[src/rtl/speck_core_arbiter_if.sv]
// Handshake bundle between requesters, the arbiter, the encrypt core
// and the response consumer. slave = arbiter side, master = environment.
interface speck_core_arbiter_if #(
  parameter int NUM_REQ = 4,
  parameter int ID_W    = 2
);
  logic [NUM_REQ-1:0]     req_valid;
  logic [NUM_REQ-1:0]     req_ready;
  logic [NUM_REQ*128-1:0] req_key;
  logic [NUM_REQ*128-1:0] req_plaintext;
  logic                   core_start;
  logic [127:0]           core_key;
  logic [127:0]           core_plaintext;
  logic [127:0]           core_ciphertext;
  logic                   core_finished;
  logic                   rsp_valid;
  logic                   rsp_ready;
  logic [ID_W-1:0]        rsp_id;
  logic [127:0]           rsp_ciphertext;
  logic                   rsp_error;
  logic                   busy;

  modport slave (
    input  req_valid, req_key, req_plaintext,
    input  core_ciphertext, core_finished, rsp_ready,
    output req_ready, core_start, core_key, core_plaintext,
    output rsp_valid, rsp_id, rsp_ciphertext, rsp_error, busy
  );

  modport master (
    output req_valid, req_key, req_plaintext,
    output core_ciphertext, core_finished, rsp_ready,
    input  req_ready, core_start, core_key, core_plaintext,
    input  rsp_valid, rsp_id, rsp_ciphertext, rsp_error, busy
  );
endinterface

[src/rtl/speck_core_arbiter.sv]
// Round-robin sharing of one SPECK128/128 encrypt core across NUM_REQ
// requesters. Ports: clk, rst_n (async low), bus (speck_core_arbiter_if.slave:
// req_* job handshake, core_* operand/start/result, rsp_* tagged result, busy).
// Optional macro SPECK_ARB_TIMEOUT_EN adds a WAIT watchdog (TIMEOUT_CYCLES).
module speck_core_arbiter #(
  parameter int NUM_REQ        = 4,
  parameter int ID_W           = 2,
  parameter int TIMEOUT_CYCLES = 64
) (
  input  logic                 clk,
  input  logic                 rst_n,
  speck_core_arbiter_if.slave  bus
);

  typedef enum logic [2:0] {
    IDLE, GRANT, START, WAIT, DONE
  } state_t;

  state_t state_q, state_d;

  logic [ID_W-1:0] ptr_q;
  logic [ID_W-1:0] id_q;
  logic [ID_W-1:0] sel_id;
  logic [ID_W-1:0] nxt_ptr;
  logic            sel_hit;
  logic            grant_ok;
  logic            timeout;
  logic [127:0]    key_q;
  logic [127:0]    pt_q;
  logic [127:0]    ct_q;

  if (NUM_REQ < 1 || NUM_REQ > 8 || TIMEOUT_CYCLES < 1)
  begin : g_bad_cfg
    $error("speck_core_arbiter: bad parameters");
  end

`ifdef SPECK_ARB_TIMEOUT_EN
  localparam int CNT_W = $clog2(TIMEOUT_CYCLES + 1);
  logic [CNT_W-1:0] cnt_q;
  logic             err_q;
  // Fires on the last permitted WAIT cycle; finished still wins.
  assign timeout = (cnt_q == CNT_W'(TIMEOUT_CYCLES - 1));
  assign bus.rsp_error = err_q;
`else
  assign timeout = 1'b0;
  assign bus.rsp_error = 1'b0;
`endif

  // First valid requester at or after the pointer, wrapping.
  always_comb begin
    int idx;
    idx     = 0;
    sel_hit = 1'b0;
    sel_id  = '0;
    for (int k = 0; k < NUM_REQ; k++) begin
      idx = int'(ptr_q) + k;
      if (idx >= NUM_REQ) idx = idx - NUM_REQ;
      if (!sel_hit && bus.req_valid[idx]) begin
        sel_hit = 1'b1;
        sel_id  = ID_W'(idx);
      end
    end
  end

  assign nxt_ptr = (id_q == ID_W'(NUM_REQ - 1)) ?
                   '0 : id_q + 1'b1;

  // A requester that withdraws during GRANT gets no strobe.
  assign grant_ok = (state_q == GRANT) && bus.req_valid[id_q];

  always_comb begin
    bus.req_ready = '0;
    if (grant_ok) bus.req_ready[id_q] = 1'b1;
  end

  always_ff @(posedge clk or negedge rst_n) begin
    if (!rst_n) state_q <= IDLE;
    else        state_q <= state_d;
  end

  always_comb begin
    state_d = state_q;
    unique case (state_q)
      IDLE:  if (sel_hit) state_d = GRANT;
      GRANT: state_d = grant_ok ? START : IDLE;
      START: state_d = WAIT;
      WAIT:  if (bus.core_finished || timeout)
               state_d = DONE;
      DONE:  if (bus.rsp_ready) state_d = IDLE;
      default: state_d = IDLE;
    endcase
  end

  always_ff @(posedge clk or negedge rst_n) begin
    if (!rst_n) begin
      ptr_q <= '0;
      id_q  <= '0;
      key_q <= '0;
      pt_q  <= '0;
      ct_q  <= '0;
`ifdef SPECK_ARB_TIMEOUT_EN
      cnt_q <= '0;
      err_q <= 1'b0;
`endif
    end else begin
      unique case (state_q)
        IDLE: if (sel_hit) id_q <= sel_id;
        GRANT: if (grant_ok) begin
          key_q <= bus.req_key[128*id_q +: 128];
          pt_q  <= bus.req_plaintext[128*id_q +: 128];
          ptr_q <= nxt_ptr;
        end
        START: begin
`ifdef SPECK_ARB_TIMEOUT_EN
          cnt_q <= '0;
`endif
        end
        WAIT: begin
`ifdef SPECK_ARB_TIMEOUT_EN
          cnt_q <= cnt_q + 1'b1;
`endif
          if (bus.core_finished) begin
            ct_q <= bus.core_ciphertext;
`ifdef SPECK_ARB_TIMEOUT_EN
            err_q <= 1'b0;
`endif
          end else if (timeout) begin
            ct_q <= '0;
`ifdef SPECK_ARB_TIMEOUT_EN
            err_q <= 1'b1;
`endif
          end
        end
        DONE: if (bus.rsp_ready) begin
          key_q <= '0;
          pt_q  <= '0;
        end
        default: ;
      endcase
    end
  end

  assign bus.core_start     = (state_q == START);
  assign bus.core_key       = key_q;
  assign bus.core_plaintext = pt_q;
  assign bus.rsp_valid      = (state_q == DONE);
  assign bus.rsp_id         = id_q;
  assign bus.rsp_ciphertext = ct_q;
  assign bus.busy           = (state_q != IDLE);

endmodule

[src/flat_wrapper.sv]
// flat-port wrapper written by rule: the top's interface ports become plain ports
module speck_core_arbiter_flat 
#(
  parameter int NUM_REQ        = 4,
  parameter int ID_W           = 2,
  parameter int TIMEOUT_CYCLES = 64
)
  (clk, rst_n, bus_req_valid, bus_req_key, bus_req_plaintext, bus_core_ciphertext, bus_core_finished, bus_rsp_ready, bus_req_ready, bus_core_start, bus_core_key, bus_core_plaintext, bus_rsp_valid, bus_rsp_id, bus_rsp_ciphertext, bus_rsp_error, bus_busy);
  speck_core_arbiter_if #(.NUM_REQ(NUM_REQ), .ID_W(ID_W)) bus_i ();
  input  logic clk;
  input  logic rst_n;
  input wire logic [$bits(bus_i.req_valid)-1:0] bus_req_valid;
  input wire logic [$bits(bus_i.req_key)-1:0] bus_req_key;
  input wire logic [$bits(bus_i.req_plaintext)-1:0] bus_req_plaintext;
  input wire logic [$bits(bus_i.core_ciphertext)-1:0] bus_core_ciphertext;
  input wire logic [$bits(bus_i.core_finished)-1:0] bus_core_finished;
  input wire logic [$bits(bus_i.rsp_ready)-1:0] bus_rsp_ready;
  output wire logic [$bits(bus_i.req_ready)-1:0] bus_req_ready;
  output wire logic [$bits(bus_i.core_start)-1:0] bus_core_start;
  output wire logic [$bits(bus_i.core_key)-1:0] bus_core_key;
  output wire logic [$bits(bus_i.core_plaintext)-1:0] bus_core_plaintext;
  output wire logic [$bits(bus_i.rsp_valid)-1:0] bus_rsp_valid;
  output wire logic [$bits(bus_i.rsp_id)-1:0] bus_rsp_id;
  output wire logic [$bits(bus_i.rsp_ciphertext)-1:0] bus_rsp_ciphertext;
  output wire logic [$bits(bus_i.rsp_error)-1:0] bus_rsp_error;
  output wire logic [$bits(bus_i.busy)-1:0] bus_busy;
  assign bus_i.req_valid = bus_req_valid;
  assign bus_i.req_key = bus_req_key;
  assign bus_i.req_plaintext = bus_req_plaintext;
  assign bus_i.core_ciphertext = bus_core_ciphertext;
  assign bus_i.core_finished = bus_core_finished;
  assign bus_i.rsp_ready = bus_rsp_ready;
  assign bus_req_ready = bus_i.req_ready;
  assign bus_core_start = bus_i.core_start;
  assign bus_core_key = bus_i.core_key;
  assign bus_core_plaintext = bus_i.core_plaintext;
  assign bus_rsp_valid = bus_i.rsp_valid;
  assign bus_rsp_id = bus_i.rsp_id;
  assign bus_rsp_ciphertext = bus_i.rsp_ciphertext;
  assign bus_rsp_error = bus_i.rsp_error;
  assign bus_busy = bus_i.busy;
  speck_core_arbiter #(.NUM_REQ(NUM_REQ), .ID_W(ID_W), .TIMEOUT_CYCLES(TIMEOUT_CYCLES)) u_core (.clk(clk), .rst_n(rst_n), .bus(bus_i));
endmodule
[config.mk]
export PLATFORM = sky130hd
export DESIGN_NAME = speck_core_arbiter_flat
export DESIGN_NICKNAME = d
export VERILOG_FILES = /design/src/rtl/speck_core_arbiter_if.sv /design/src/rtl/speck_core_arbiter.sv /design/src/flat_wrapper.sv
export SDC_FILE = /design/constraint.sdc
export NUM_CORES = 1
export LEC_CHECK = 0
export CAP_MARGIN = 30
export CORE_AREA = 2 2 613 615
export DETAILED_ROUTE_END_ITERATION = 7
export DIE_AREA = 0 0 615 617
export SETUP_SLACK_MARGIN = 0.05
export SLEW_MARGIN = 40
export SYNTH_ARGS = -nofsm -noshare
export SYNTH_HDL_FRONTEND = slang
export SYNTH_SLANG_ARGS = --single-unit
[constraint.sdc]
create_clock -name clk -period 1.9 [get_ports clk]
set_clock_uncertainty 0.2 [all_clocks]
set_input_delay 0.19 -clock clk [delete_from_list [all_inputs] [get_ports clk]]
set_output_delay 0.19 -clock clk [all_outputs]
set_load 0.02 [all_outputs]
==> metrics.md, run 1 <==
| Metric | Value |
|---|---|
| Post-synthesis compound-gate area fraction | `0.003567` |
| Routability cong. | `0.9358` |
| Final period utilization | `1.355` |
| Period minus WS final | `2.574 ns` |
| Status | `finished, violations left` |
| Footprint of the multi-input gates | `0.01084 sq mm` |
| GRT busiest layer | `met2` |
| Mapped Cells | `1,757` |
| WP data required | `2.30 ns` |
| Worst ir drop on vdd | `771.1 uV` |
| LEAKAGE | `0.01957 uW` |
| Gr ovfl total | `0` |
| Die width | `615 um` |
| Post-Syn Area | `0.02140 sq mm` |
| Post-synth top area share | `0.4572` |
| Startpoint Class | `flip-flop` |
| Worst slew margin | `0.4885` |
| MaxCap Viol Count | `0` |
| Max Fclk | `388.5 MHz` |
| Placement Rows | `225` |
| # IOs | `1,554` |
| Worst hold-check path type | `input pin to flip-flop` |
| Die area | `0.3795 sq mm` |
| Post-Route WL | `311,500 um` |
| Vias in the first global route | `25,610` |
| Post-synthesis sequential area ratio | `0.4572` |
| Post-Synth Adder-Cell Area | `0.002339` |
| I/O Buffers | `1,552` |
| Filler instances | `42,140` |
| Setup TNS | `-222.17 ns` |
| Largest net degree at the start of global routing | `54` |
| Register cell area after layout | `0.009793 sq mm` |
| Met3 usage | `0.07157` |
| Total CTS buffers | `54` |
| CP Data Arrival Time | `2.97 ns` |
| Die Y | `617 um` |
| Clock Path Buffers | `3` |
| Mux share of post-synthesis cell area | `0.3388` |
| M2 GR Usage | `0.2675` |
| Critical Path End Type | `flip-flop` |
| Tot GR Track Use | `0.1562` |
| Worst-path clk slew | `0.06 ns` |
| Core area | `0.3736 sq mm` |
| Initial core utilization | `0.05728` |
| YS warnings | `0` |
| Hpwl dp | `276,500 um` |
| # DRC | `0` |
| Routed Antenna Nets | `0` |
| CTS sink count | `391` |
| Post-synth net total | `2,921` |
| Combinational family with the most area after synthesis | `multiplexers` |
| Area Growth Syn to Fin | `137.1%` |
| Via count | `26,420` |
| Post-Synth XOR/XNOR Area | `0` |
| CTS tree | `built` |
| Yosys cell types | `34` |
| Pre-antenna DRT Iters | `5` |
| Hold WS | `0.05403 ns` |
| Via density | `2.977` |
| Mean Syn Cell Area | `12.18 sq um` |
| Failing checks | `negative setup slack` |
| Pwr/cell area | `1467 mW/mm^2` |
| Setup CP Type | `flip-flop to flip-flop` |
| Met1 usage | `0.1670` |
| Initial antenna violation count | `404` |
| RSZ-0062 raised after global routing | `true` |
| Final Max Slew Viols | `0` |
| Fin worst setup slack | `-0.6742 ns` |
| Worst-Skew Late Latency | `0.69 ns` |
| Yosys reg bits | `391` |
| Iter 0 DRT Violations | `2,041` |
| Most common cell after layout, fill and taps aside | `clkdlybuf4s50_1` |
| Final hold violation count | `0` |
| First-pass GRT wire length | `365,000 um` |
| Layout cell share with drive strength beyond 1 | `0.2538` |
| H-Tree Depth | `2` |
| Fin nets | `4,907` |
| Most frequent cells in the layout | `1,384 x clkdlybuf4s50_1, 510 x nand2_1, 388 x dfrtp_1` |
| DR WL/cell | `35.10 um` |
| Synth area leaders | `dfrtp_1 46%, mux4_2 27%, nand2_1 9.2%` |
| Post-Place Setup Slack | `-0.5447 ns` |
| Setup Viol. Count Final | `622` |
| Worst Tran Pin Value | `0.7672 ns` |
| Clk root buf | `clkbuf_16` |
| Post-synthesis simple-gate area fraction | `0.1578` |
| Synth area leader | `dfrtp_1` |
| Crit Path Max Fanout | `54` |
-- synthesized netlist by cell type, drive strengths merged --
cell / number
a21oi: 4
nand3b: 1
and2: 4
mux4: 257
nand4b: 1
buf: 90
nand2: 522
clkbuf: 69
o21ai: 3
nor4: 1
a221o: 1
or3: 1
and3: 1
mux2: 128
nor4bb: 1
nor3b: 1
a31oi: 1
nor2b: 1
conb: 1
inv: 4
nand3: 257
nor2: 3
o31ai: 2
nand2b: 2
o211a: 1
or2: 2
dfrtp: 391
nor3: 1
ha: 4
mux2i: 2
-- power breakdown --
| group | switching (uW) | internal, uW |
|---|---|---|
| sequential | 2560 | 12400 |
| clock | 4740 | 7180 |
| combinational | 25600 | 21900 |
-- path summary, 6_finish.rpt --
kind,to,start,cells after the start,slack (ns)
min in group asynchronous,u_core.bus.rsp_ciphertext[54],rst_n,3,0.06
hold reg to reg,u_core.bus.core_plaintext[33],u_core.bus.core_plaintext[33],2,0.29
setup / recovery,u_core.bus.core_key[66],u_core.bus.rsp_id[0],7,-0.67
setup reg to reg,u_core.bus.core_key[66],u_core.bus.rsp_id[0],7,-0.67
max in group asynchronous,u_core.bus.core_plaintext[91],rst_n,3,0.72
hold / removal,u_core.bus.rsp_ciphertext[13],bus_core_ciphertext[13],2,0.05
-- final cells by class --
| cell class | instances | share of cell area |
|---|---|---|
| multi-input combinational | 1203 | 0.2137 |
| clock buffer | 72 | 0.03119 |
| antenna | 94 | 0.004636 |
| clock inverter | 28 | 0.008285 |
| timing repair buffer | 2089 | 0.4258 |
| sequential | 391 | 0.1930 |
| inverter | 4 | 0.0002959 |
| tap | 4994 | 0.1231 |
-- metrics by stage --
| stage | utilization | cell area [sq um] | instances | total power [uW] |
|---|---|---|---|---|
| 4_1_cts | 0.1329 | 49640 | 8739 | 73220 |
| 3_5_place_dp | 0.1191 | 44500 | 8344 | 58310 |
| 6_report | 0.1358 | 50740 | 8875 | 74450 |
| 2_1_floorplan | - | 21480 | 1757 | 33770 |
| 3_3_place_gp | 0.1191 | 44500 | 8344 | 58220 |
| 5_1_grt | 0.1355 | 50630 | 8830 | 77740 |
-- cells by family after synthesis --
family,Yosys count
flip-flops,391
buffers and inverters,163
AND/OR/NAND/NOR,799
AO/OA/AOI/OAI,12
multiplexers,387
adder cells (fa/ha/maj),4
other,1
-- timing repair --
item	CTS	global route
pin swaps	6	41
cloned	14	14
hold buffers	253	0
endpoints found under the setup margin	698	625
gates resized for setup	469	55
endpoints found under the hold margin	570	0
buffers inserted	29	30
-- flip-flops by register name (all words and copies together) (netlist names) --
signal	cells
u_core.bus.core_key	128
u_core.bus.rsp_id	2
u_core.ptr_q	2
u_core.bus.core_plaintext	128
u_core.state_q	3
u_core.bus.rsp_ciphertext	128
-- routing by layer --
layer / share of wire / vias up / wire length [um]
met3: 0.11 / 848 / 34690
met4: 0.050 / 138 / 15650
met1: 0.36 / 12910 / 111500
met5: 0.0029 / - / 892
met2: 0.48 / 2005 / 148800
li1: - / 10520 / -
-- worst max-delay path, stage by stage, from the launching register on --
cell,delay (ns)
dfrtp_4,0.42
mux4_2,0.54
and3_4,0.20
buf_4,0.16
buf_16,0.18
clkbuf_16,0.38
nand2_1,0.06
nand2_1,0.05
Note: power is estimated with default switching activity, not from simulation.
==> run 2, diff against run 1 <==
CORE_AREA = 2 2 597 599   (was 2 2 613 615)
DIE_AREA = 0 0 599 601   (was 0 0 615 617)
clock period = 3.3 ns   (was 1.9 ns; I/O delays follow)
==> run 2 against run 1 <==
The flow now finishes without violations; cell count down 6.7%; setup slack better by 0.76 ns; clock power decreased by 40%; global-route usage is 0.31 points lower; critical path depth is 2 lower; cell area is 8.9% lower; first-iteration DRC count is 27% higher; worst hold slack better by 0.026 ns; sequential share of layout area grew 1.9 points.
==> metrics.md, run 2 (same netlist as run 1, synthesis figures left out) <==
| Metric | Value |
|---|---|
| Status | `complete, no violations` |
| M2 GR Usage | `0.2474` |
| Slowest CP cell | `mux4_2` |
| Most common cell after layout, fill and taps aside | `clkdlybuf4s50_1` |
| Clock Path Buffers | `3` |
| I/O Buffers | `1,552` |
| H-Tree Depth | `2` |
| Final hold violation count | `0` |
| Met3 usage | `0.08988` |
| Pre-antenna DRT Iters | `6` |
| Crit-path cells | `mux4_2, and3_4, buf_4, and2_1, clkdlybuf4s15_2` |
| Hpwl dp | `256,200 um` |
| # DRC | `0` |
| Final period utilization | `0.9742` |
| LEAKAGE | `0.01717 uW` |
| Pwr/cell area | `850.0 mW/mm^2` |
| Worst ir drop on vdd | `517.2 uV` |
| Combinational power share | `0.598` |
| GRT busiest layer | `met2` |
| Hold path cells | `2` |
| Final Max Slew Viols | `0` |
| Crit path buf inv count | `2` |
| Critical R2R Launch | `u_core.bus.rsp_id[0]` |
| Placement Rows | `219` |
| Setup CP Type | `flip-flop to output pin` |
| Critical Path End Type | `output pin` |
| Fin nets | `4,539` |
| Cell Count, Final, Fillers Out | `8,277` |
| Post-Route WL | `285,900 um` |
| CTS sink count | `391` |
| Die area | `0.3600 sq mm` |
| R2R cell count | `7` |
| Core area | `0.3540 sq mm` |
| RSZ-0062 raised after global routing | `false` |
| Initial core utilization | `0.06045` |
| Filler instances | `40,290` |
| Power Internal | `21,400 uW` |
| Max Fclk | `311.0 MHz` |
| R2R Path End | `u_core.bus.core_key[97]` |
| # IOs | `1,554` |
| Via density | `3.023` |
| Die width | `599 um` |
| Gr ovfl total | `0` |
| Via count | `25,020` |
| Routability cong. | `0.9949` |
| Period minus WS final | `3.215 ns` |
| P_sw | `17,880 uW` |
| MaxCap Viol Count | `0` |
| Die Y | `601 um` |
| Total CTS buffers | `57` |
| Worst hold-check path type | `input pin to flip-flop` |
| Dpl cells | `7,972` |
| Hold_sp | `bus_core_ciphertext[55]` |
| Clock share of power | `0.181` |
| Initial antenna violation count | `372` |
| Clk root buf | `clkbuf_16` |
| Area Growth Syn to Fin | `116.0%` |
| Iter 0 DRT Violations | `2,597` |
| Most frequent cells in the layout | `1,527 x clkdlybuf4s50_1, 521 x nand2_1, 389 x dfrtp_1` |
| DR WL/cell | `34.54 um` |
| Top Family by Delay on Critical Path | `multiplexers` |
| Setup Viol. Count Final | `0` |
| Worst slew margin | `0.3566` |
| Share of power burned in registers | `0.221` |
| Total power | `39,280 uW` |
| Worst Tran Pin Value | `0.9650 ns` |
| Vias in the first global route | `24,190` |
| Layout cell share with drive strength beyond 1 | `0.1734` |
| CP Data Arrival Time | `2.69 ns` |
| Hold path endpoint | `u_core.bus.rsp_ciphertext[55]` |
| Tot GR Track Use | `0.1531` |
| Crit Path Max Fanout | `3` |
| Worst-path clk slew | `0.07 ns` |
| CTS tree | `built` |
| Largest net degree at the start of global routing | `126` |
| Setup TNS | `0 ns` |
| Startpoint Class | `flip-flop` |
| CP max stage delay | `0.62 ns` |
| Switching portion of total power | `0.4552` |
| Met1 usage | `0.1622` |
| Worst-Skew Late Latency | `0.78 ns` |
| First-pass GRT wire length | `339,700 um` |
| WP data required | `2.77 ns` |
| R2R Setup Slk | `0.35 ns` |
| Routed Antenna Nets | `0` |
[run 2: cell count changes in the layout (fill, tap and decap cells not counted), sizes merged, moves of 2 or more]
cell and change:
diode +12, clkdlybuf4s50 +143, inv +2, clkinvlp -3, bufbuf -2, buf -335, clkbuf -12, dlygate4sd3 -164
clkinv +3
[run 2: worst max path at each step]
stage,startpoint,endpoint,slack [ns],depth (start not counted)
2_1_floorplan,u_core.bus.rsp_id[0],bus_req_ready[0],0.82,6
3_3_place_gp,bus_req_valid[3],bus_req_ready[1],0.27,5
3_5_place_dp,bus_req_valid[0],bus_req_ready[0],0.24,5
4_1_cts,u_core.bus.rsp_id[0],bus_req_ready[3],0.03,5
5_1_grt,u_core.bus.rsp_id[0],bus_req_ready[3],0.05,5
6_report,u_core.bus.rsp_id[0],bus_req_ready[1],0.08,5
[run 2: power by group through the flow]
stage	combinational (uW)	sequential [uW]	clock, uW
floorplan	8280	11100	0
global placement	23500	8650	0
detailed placement	23500	8650	0
CTS	23700	8630	7340
global route	24600	8910	7440
finish	23500	8680	7130
[run 2: layout make-up]
| cell class | count | area (sq um) | area share |
|---|---|---|---|
| multi-input cells | 1203 | 10780 | 0.2333 |
| clock buffers | 74 | 1590 | 0.03441 |
| diodes | 106 | 265.3 | 0.005740 |
| clock inverters | 30 | 523.0 | 0.01132 |
| well taps | 4751 | 5944 | 0.1286 |
| inverters | 4 | 15.01 | 0.0003249 |
| repair buffers | 1718 | 17300 | 0.3744 |
| flip-flops and latches | 391 | 9792 | 0.2119 |
[run 2: timing repair]
item | CTS | global route
resized for setup | 14 | 0
endpoints found under the setup margin | 5 | 0
hold endpoints to repair | 431 | 0
hold buffers | 90 | 0
setup buffers | 5 | 0
[run 2: stage by stage]
stage	instance area (sq um)	setup WS (ns)	util	hold slack, ns
4_1_cts	45950	0.03245	0.1298	0.007501
5_1_grt	46100	0.05370	0.1302	0.04119
6_report	46210	0.08498	0.1305	0.08001
2_1_floorplan	21400	0.8248	-	-0.1656
3_3_place_gp	42890	0.2676	0.1211	0.2123
3_5_place_dp	42880	0.2381	0.1211	0.2077
[run 2: layer usage]
layer  vias up  routed length (um)  part of all wire
met4       218               13240             0.046
met3       747               41410              0.14
met2      1954              131100              0.46
met1     12350               98750              0.35
li1       9755                   -                 -
met5         -                1429            0.0050
